<file path="src/rtl/fifo_rd_stream.sv">
// Read-side drain engine for the dual-clock FIFO: issues reads only when space is
// guaranteed, absorbs the one-cycle read latency in a 2-entry buffer, emits a framed stream.
module fifo_rd_stream #(
    parameter int WIDTH     = 8,
    parameter int FRAME_LEN = 16,
    parameter int CNT_W     = 16
) (
    input  logic             rd_clk,
    input  logic             rst,
    input  logic             enable,
    input  logic             fifo_empty,
    input  logic [WIDTH-1:0] fifo_rd_data,
    input  logic             fifo_error,
    output logic             fifo_rd_en,
    output logic [WIDTH-1:0] m_data,
    output logic             m_valid,
    output logic             m_last,
    input  logic             m_ready,
    output logic [CNT_W-1:0] word_cnt,
    output logic             err_sticky
);

    localparam int BEAT_W = (FRAME_LEN > 1) ? $clog2(FRAME_LEN) : 1;
    localparam logic [BEAT_W-1:0] BEAT_MAX = BEAT_W'(FRAME_LEN - 1);

    typedef enum logic [1:0] {IDLE = 2'd0, RUN = 2'd1, DRAIN = 2'd2} state_t;

    state_t            state, state_nxt;
    logic [1:0]        cnt;
    logic              inflight;
    logic [WIDTH-1:0]  head_q, tail_q;
    logic [BEAT_W-1:0] beat;
    logic              pop, push;
    logic [1:0]        occ;

    assign pop     = m_valid & m_ready;
    assign push    = inflight;
    // Occupancy after this cycle's pop, counting the read already in flight.
    assign occ     = cnt + {1'b0, inflight} - {1'b0, pop};
    assign m_valid = (cnt != 2'd0);
    assign m_data  = head_q;
    assign m_last  = m_valid & (beat == BEAT_MAX);

    always_comb begin
        fifo_rd_en = 1'b0;
        if (state == RUN && enable && !fifo_empty && occ < 2'd2)
            fifo_rd_en = 1'b1;
    end

    always_ff @(posedge rd_clk or posedge rst) begin
        if (rst) state <= IDLE;
        else     state <= state_nxt;
    end

    always_comb begin
        state_nxt = state;
        case (state)
            IDLE:  if (enable) state_nxt = RUN;
            RUN:   if (!enable) state_nxt = (cnt != 2'd0 || inflight) ? DRAIN : IDLE;
            DRAIN: begin
                if (enable)                           state_nxt = RUN;
                else if (cnt == 2'd0 && !inflight)    state_nxt = IDLE;
            end
            default: state_nxt = IDLE;
        endcase
    end

    // Head is always the oldest word; the tail only holds a word when cnt = 2.
    always_ff @(posedge rd_clk or posedge rst) begin
        if (rst) begin
            inflight <= 1'b0;
            cnt      <= 2'd0;
            head_q   <= '0;
            tail_q   <= '0;
        end else begin
            inflight <= fifo_rd_en;
            cnt      <= cnt + {1'b0, push} - {1'b0, pop};
            case ({push, pop})
                2'b10: if (cnt == 2'd0) head_q <= fifo_rd_data;
                       else             tail_q <= fifo_rd_data;
                2'b01: head_q <= tail_q;
                2'b11: if (cnt == 2'd1) head_q <= fifo_rd_data;
                       else begin
                           head_q <= tail_q;
                           tail_q <= fifo_rd_data;
                       end
                default: ;
            endcase
        end
    end

    always_ff @(posedge rd_clk or posedge rst) begin
        if (rst) begin
            beat       <= '0;
            word_cnt   <= '0;
            err_sticky <= 1'b0;
        end else begin
            if (pop) begin
                beat     <= (beat == BEAT_MAX) ? '0 : beat + BEAT_W'(1);
                word_cnt <= word_cnt + CNT_W'(1);
            end
            if (fifo_error) err_sticky <= 1'b1;
        end
    end

endmodule

</file>
<file path="config.mk">
export PLATFORM = sky130hd
export DESIGN_NAME = fifo_rd_stream
export DESIGN_NICKNAME = d
export VERILOG_FILES = /design/src/rtl/fifo_rd_stream.sv
export SDC_FILE = /design/constraint.sdc
export NUM_CORES = 1
export LEC_CHECK = 0
export ABC_AREA = 1
export CORE_ASPECT_RATIO = 1.25
export CORE_MARGIN = 2
export CORE_UTILIZATION = 51
export CTS_CLUSTER_SIZE = 30
export DETAILED_ROUTE_END_ITERATION = 10
export PLACE_DENSITY = 0.78
export SYNTH_ARGS = -nofsm -noshare
export SYNTH_HDL_FRONTEND = slang
export SYNTH_SLANG_ARGS = --single-unit
</file>
<file path="constraint.sdc">
create_clock -name rd_clk -period 2.3 [get_ports rd_clk]
set_clock_uncertainty 0.15 [all_clocks]
set_input_delay 0.23 -clock rd_clk [delete_from_list [all_inputs] [get_ports rd_clk]]
set_output_delay 0.23 -clock rd_clk [all_outputs]
set_load 0.01 [all_outputs]
</file>
==> impl_results.html <==
<table>
<tr><th>Metric</th><th>Value</th></tr>
<tr><th colspan="2">Finish</th></tr>
<tr><td>Relative area change from synthesis to final layout</td><td>32.43%</td></tr>
<tr><td>Number of diodes</td><td>0</td></tr>
<tr><td>Final net count</td><td>321</td></tr>
<tr><td>Post-layout util</td><td>68.95%</td></tr>
<tr><td>Final Instance Area</td><td>0.002759 mm2</td></tr>
<tr><td>Layout cell share with drive strength beyond 1</td><td>14.95%</td></tr>
<tr><td>Final cell count without fillers</td><td>about 360</td></tr>
<tr><th colspan="2">STA</th></tr>
<tr><td>Number of endpoints failing setup at the final stage</td><td>1</td></tr>
<tr><td>Max frequency</td><td>424.5 MHz</td></tr>
<tr><td>Final critical-path share of the clock period</td><td>102.4%</td></tr>
<tr><td>RSZ-0062 raised after global routing</td><td>true</td></tr>
<tr><td>Final worst slack</td><td>-0.05579 ns</td></tr>
<tr><td>Worst relative slew slack</td><td>65.60%</td></tr>
<tr><td>Hold violation total from the final report</td><td>0</td></tr>
<tr><td>Worst Hold Margin</td><td>0.2091 ns</td></tr>
<tr><td>Total count of max-transition violations in the final report</td><td>0</td></tr>
<tr><td>Final critical-path required period</td><td>2.356 ns</td></tr>
<tr><td>Worst Tran Pin Value</td><td>approximately 0.52 ns</td></tr>
<tr><th colspan="2">Drt</th></tr>
<tr><td>Routed metal-1 wirelength</td><td>1807 um</td></tr>
<tr><td>DR WL/cell</td><td>roughly 12 um</td></tr>
<tr><td>Met2 Routed Length</td><td>approximately 2000 um</td></tr>
<tr><td>Via count of the routed design</td><td>1704</td></tr>
<tr><td>Vias per inst</td><td>roughly 4.8</td></tr>
<tr><td>DRC errors left</td><td>0</td></tr>
<tr><td>Total wirelength of the detailed-routed design</td><td>4115 um</td></tr>
<tr><td>Top Metal Used</td><td>met4</td></tr>
<tr><td>Total length of routed met3 wires</td><td>between 200 and 250 um</td></tr>
<tr><td>Number of DRC markers in iteration 0</td><td>90</td></tr>
<tr><td>Router iterations before antenna repair</td><td>4</td></tr>
<tr><td>Antenna viol nets, final</td><td>0</td></tr>
<tr><th colspan="2">Clock network</th></tr>
<tr><td>H-Tree Depth</td><td>2</td></tr>
<tr><td>Maximum clock path buffer count</td><td>2</td></tr>
<tr><td>Latest clock arrival within the worst-skew pair</td><td>0.29 ns</td></tr>
<tr><td>Clock tree root driver cell</td><td>clkbuf_8</td></tr>
<tr><td>TritonCTS clock tree</td><td>done</td></tr>
<tr><td>Clk slew on worst S/H paths</td><td>0.07 ns</td></tr>
<tr><td>TritonCTS buffer count</td><td>5</td></tr>
<tr><td>Sinks on the clock net</td><td>42</td></tr>
<tr><td>Post-CTS Hold Buffers</td><td>0</td></tr>
<tr><th colspan="2">Run</th></tr>
<tr><td>Maximum capacitance violations</td><td>0</td></tr>
<tr><th colspan="2">Power</th></tr>
<tr><td>Net switching share of the total power</td><td>roughly 36%</td></tr>
<tr><td>Portion of total power attributed to combinational logic</td><td>43.2%</td></tr>
<tr><td>Clk pwr share</td><td>16.7%</td></tr>
<tr><td>Max VDD drop</td><td>0.6878 mV</td></tr>
<tr><td>Power per cell area</td><td>1041 mW/mm2</td></tr>
<tr><td>P_leak</td><td>1.302 nW</td></tr>
<tr><td>Internal</td><td>1.846 mW</td></tr>
<tr><td>Sw power</td><td>1.026 mW</td></tr>
<tr><td>Fraction of power consumed by sequential logic</td><td>40.1%</td></tr>
<tr><th colspan="2">Placed design</th></tr>
<tr><td>Cell Area, Placed</td><td>around 0.0026 mm2</td></tr>
<tr><td>RePlAce Congestion</td><td>around 0.83</td></tr>
<tr><td>Placed cell count</td><td>347</td></tr>
<tr><td>Half-perimeter wire length of the detailed placement result</td><td>between 2000 and 3000 um</td></tr>
<tr><td>Number of I/O port buffers</td><td>41</td></tr>
<tr><td>Post-placement worst setup slack</td><td>-0.3282 ns</td></tr>
<tr><th colspan="2">Logic synthesis</th></tr>
<tr><td>Count of synthesis-stage warnings from yosys</td><td>0</td></tr>
<tr><td>Cell Area, Synth</td><td>between 0.002 and 0.0025 mm2</td></tr>
<tr><td>Total of flip-flops plus latches after synthesis</td><td>42</td></tr>
<tr><td>Post-synthesis cell count</td><td>244</td></tr>
<tr><td>Post-Synthesis Net Count</td><td>between 200 and 300</td></tr>
<tr><td>Mean instance size in the synthesized netlist</td><td>8.538 um2</td></tr>
<tr><td>Synth unique cells</td><td>31</td></tr>
<tr><td>Yosys top cell area share</td><td>just over 50%</td></tr>
<tr><td>Cell types with the largest area share after synthesis</td><td>dfrtp_1, nand2_1, ha_1</td></tr>
<tr><td>Cell taking the most area after synthesis</td><td>dfrtp_1</td></tr>
<tr><td>Share of synthesized area occupied by flip-flops and latches</td><td>50.45%</td></tr>
<tr><th colspan="2">Die</th></tr>
<tr><td>Floorplan core area</td><td>0.004001 mm2</td></tr>
<tr><td>Top-level port count</td><td>42</td></tr>
<tr><td>Die width</td><td>61.17 um</td></tr>
<tr><td>Placement row count</td><td>26</td></tr>
<tr><td>Initial Utilization</td><td>52.06%</td></tr>
<tr><td>DIE AREA</td><td>0.004615 mm2</td></tr>
<tr><td>Die Y-Extent</td><td>approximately 75 um</td></tr>
<tr><th colspan="2">Setup path</th></tr>
<tr><td>Critical path class</td><td>reg2out</td></tr>
<tr><td>Required @ worst endpoint</td><td>1.92 ns</td></tr>
<tr><td>Count of buffering cells on the critical path with inverters included</td><td>2</td></tr>
<tr><td>Largest fanout of any net on the critical path</td><td>2</td></tr>
<tr><td>Largest stage delay on the critical path</td><td>0.42 ns</td></tr>
<tr><td>Arrival time at the worst endpoint</td><td>1.98 ns</td></tr>
<tr><td>Setup slack of the worst register-to-register path</td><td>0.27 ns</td></tr>
<tr><td>Crit. End Element</td><td>output port</td></tr>
<tr><td>FF-to-FF Start</td><td>cnt[1]</td></tr>
<tr><td>R2r worst-path depth</td><td>10</td></tr>
<tr><td>Slowest cell on crit path</td><td>dfrtp_1</td></tr>
<tr><td>Reg-to-reg critical path endpoint</td><td>m_data[7]</td></tr>
<tr><td>Critical path startpoint category</td><td>flop</td></tr>
<tr><td>Crit path max-delay family</td><td>flip-flops</td></tr>
<tr><td>Cell-by-cell listing of the critical path</td><td>nor2_4, nor2_4, ha_4, inv_2, ha_4, xnor2_2, xor2_1, nor2_1, buf_2</td></tr>
<tr><td>Crit path launch</td><td>cnt[1]</td></tr>
<tr><th colspan="2">Min path</th></tr>
<tr><td>Type of the tightest min-delay check</td><td>in2async</td></tr>
<tr><th colspan="2">Global routing</th></tr>
<tr><td>Number of antenna violations at the first check in global routing</td><td>0</td></tr>
<tr><td>Global-route total usage across every layer</td><td>approximately a fifth</td></tr>
<tr><td>Overflow after GRT</td><td>0</td></tr>
<tr><td>Vias in the first global route</td><td>approximately 1600</td></tr>
<tr><td>Global-route wire length before repair</td><td>6637 um</td></tr>
<tr><td>Maximum number of pins on one net before global-route repair</td><td>43</td></tr>
<tr><th colspan="2">Outcome</th></tr>
<tr><td>Failing checks</td><td>negative setup slack</td></tr>
<tr><td>Outcome</td><td>complete, but fails checks</td></tr>
</table>
## power by group through the flow
stage	sequential [mW]	clock [mW]	combinational, mW
floorplan	1.20	0	0.611
finish	1.15	0.480	1.24
global placement	1.15	0	1.12
detailed placement	1.16	0	1.14
CTS	1.15	0.506	1.18
global route	1.18	0.532	1.40
## how the worst max path moves through the flow
| stage | to | depth (start not counted) | slack (ns) |
|---|---|---|---|
| floorplan | fifo_rd_en | 9 | 0.17 |
| global placement | fifo_rd_en | 10 | -0.28 |
| detailed placement | fifo_rd_en | 10 | -0.33 |
| CTS | fifo_rd_en | 9 | -0.06 |
| global route | fifo_rd_en | 9 | -0.17 |
| finish | fifo_rd_en | 9 | -0.06 |
## final cells by class
cell class / count / area (um2)
clock inverter: 1 / 5.005
timing repair buffer: 51 / 493.0
multi-input combinational: 173 / 949.7
fill: 337 / 1242
clock buffer: 7 / 86.33
sequential: 42 / 1051
tap: 56 / 70.07
inverter: 27 / 103.9
## cells in the mapped netlist
cell       n
a211oi_1   1
a21boi_0   1
a21oi_1    8
a21oi_2    2
buf_4      1
buf_6      1
dfrtp_1   42
ha_1       7
inv_1     21
inv_2      5
inv_4      1
nand2_1   78
nand2_2    2
nand2_4    1
nand3_1    8
nand3_2    1
nand3b_1   3
nand4_1    6
nor2_1    20
nor2_2     4
nor2_4     2
nor3_1     1
o211ai_2   1
o21ai_0    8
o21ai_1    4
o21ai_2    1
o21bai_1   1
or2_1      1
or2_2      2
xnor2_1    6
xor2_1     4
## worst min-delay path, cell delays in order
cell	delay, ns
clkdlybuf4s50_1	0.39
inv_1	0.05
buf_4	0.43
## layer usage
metal | vias up | GRT usage, %
li1 | 882 | -
met1 | 780 | 23.26
met2 | 35 | 32.39
met3 | 7 | 5.433
met4 | 0 | 8.454
met5 | - | 0
## through the flow
stage | total power, mW | TNS [ns]
after CTS | 2.832 | -0.06220
after detailed placement | 2.297 | -0.3282
final | 2.872 | -0.05579
after global placement | 2.264 | -0.2826
after floorplan | 1.812 | 0
after global routing | 3.112 | -0.1685
## flip-flops by register name, summed over array words and instances (netlist names)
| name | count |
|---|---|
| word_cnt | 16 |
| beat | 4 |
| tail_q | 8 |
| inflight | 1 |
| err_sticky | 1 |
| m_data | 8 |
| state | 2 |
| cnt | 2 |
## what timing repair did
| action | 4_1_cts | 5_1_grt |
|---|---|---|
| setup buffers | 1 | 1 |
| gates resized for setup | 7 | 4 |
| pin swaps | 3 | 6 |
| endpoints found under the setup margin | 1 | 1 |
## cells by family after synthesis
kind of cell / after synthesis / synth area share [%]
and+or+nand+nor: 129 / 27.51
DFF: 42 / 50.45
buffers and inverters: 29 / 5.886
AOI/OAI and AO/OA: 27 / 7.748
xor gates and xnor gates: 10 / 4.204
adders and majority gates: 7 / 4.204
## placed cells by master, fill, tap and decap left out, drive strengths merged
cell type      Yosys  final
nand2             81     81
dfrtp             42     42
clkdlybuf4s50      0     40
inv               27     27
nor2              26     26
o21ai             13     13
buf                2     11
a21oi             10     10
nand3              9      9
clkbuf             0      7
ha                 7      7
nand4              6      6
xnor2              6      6
xor2               4      4
nand3b             3      3
or2                3      3
o211ai             1      1
a21boi             1      1
a211oi             1      1
o21bai             1      1
nor3               1      1
clkinv             0      1
Power figures use the tool's default switching activity.
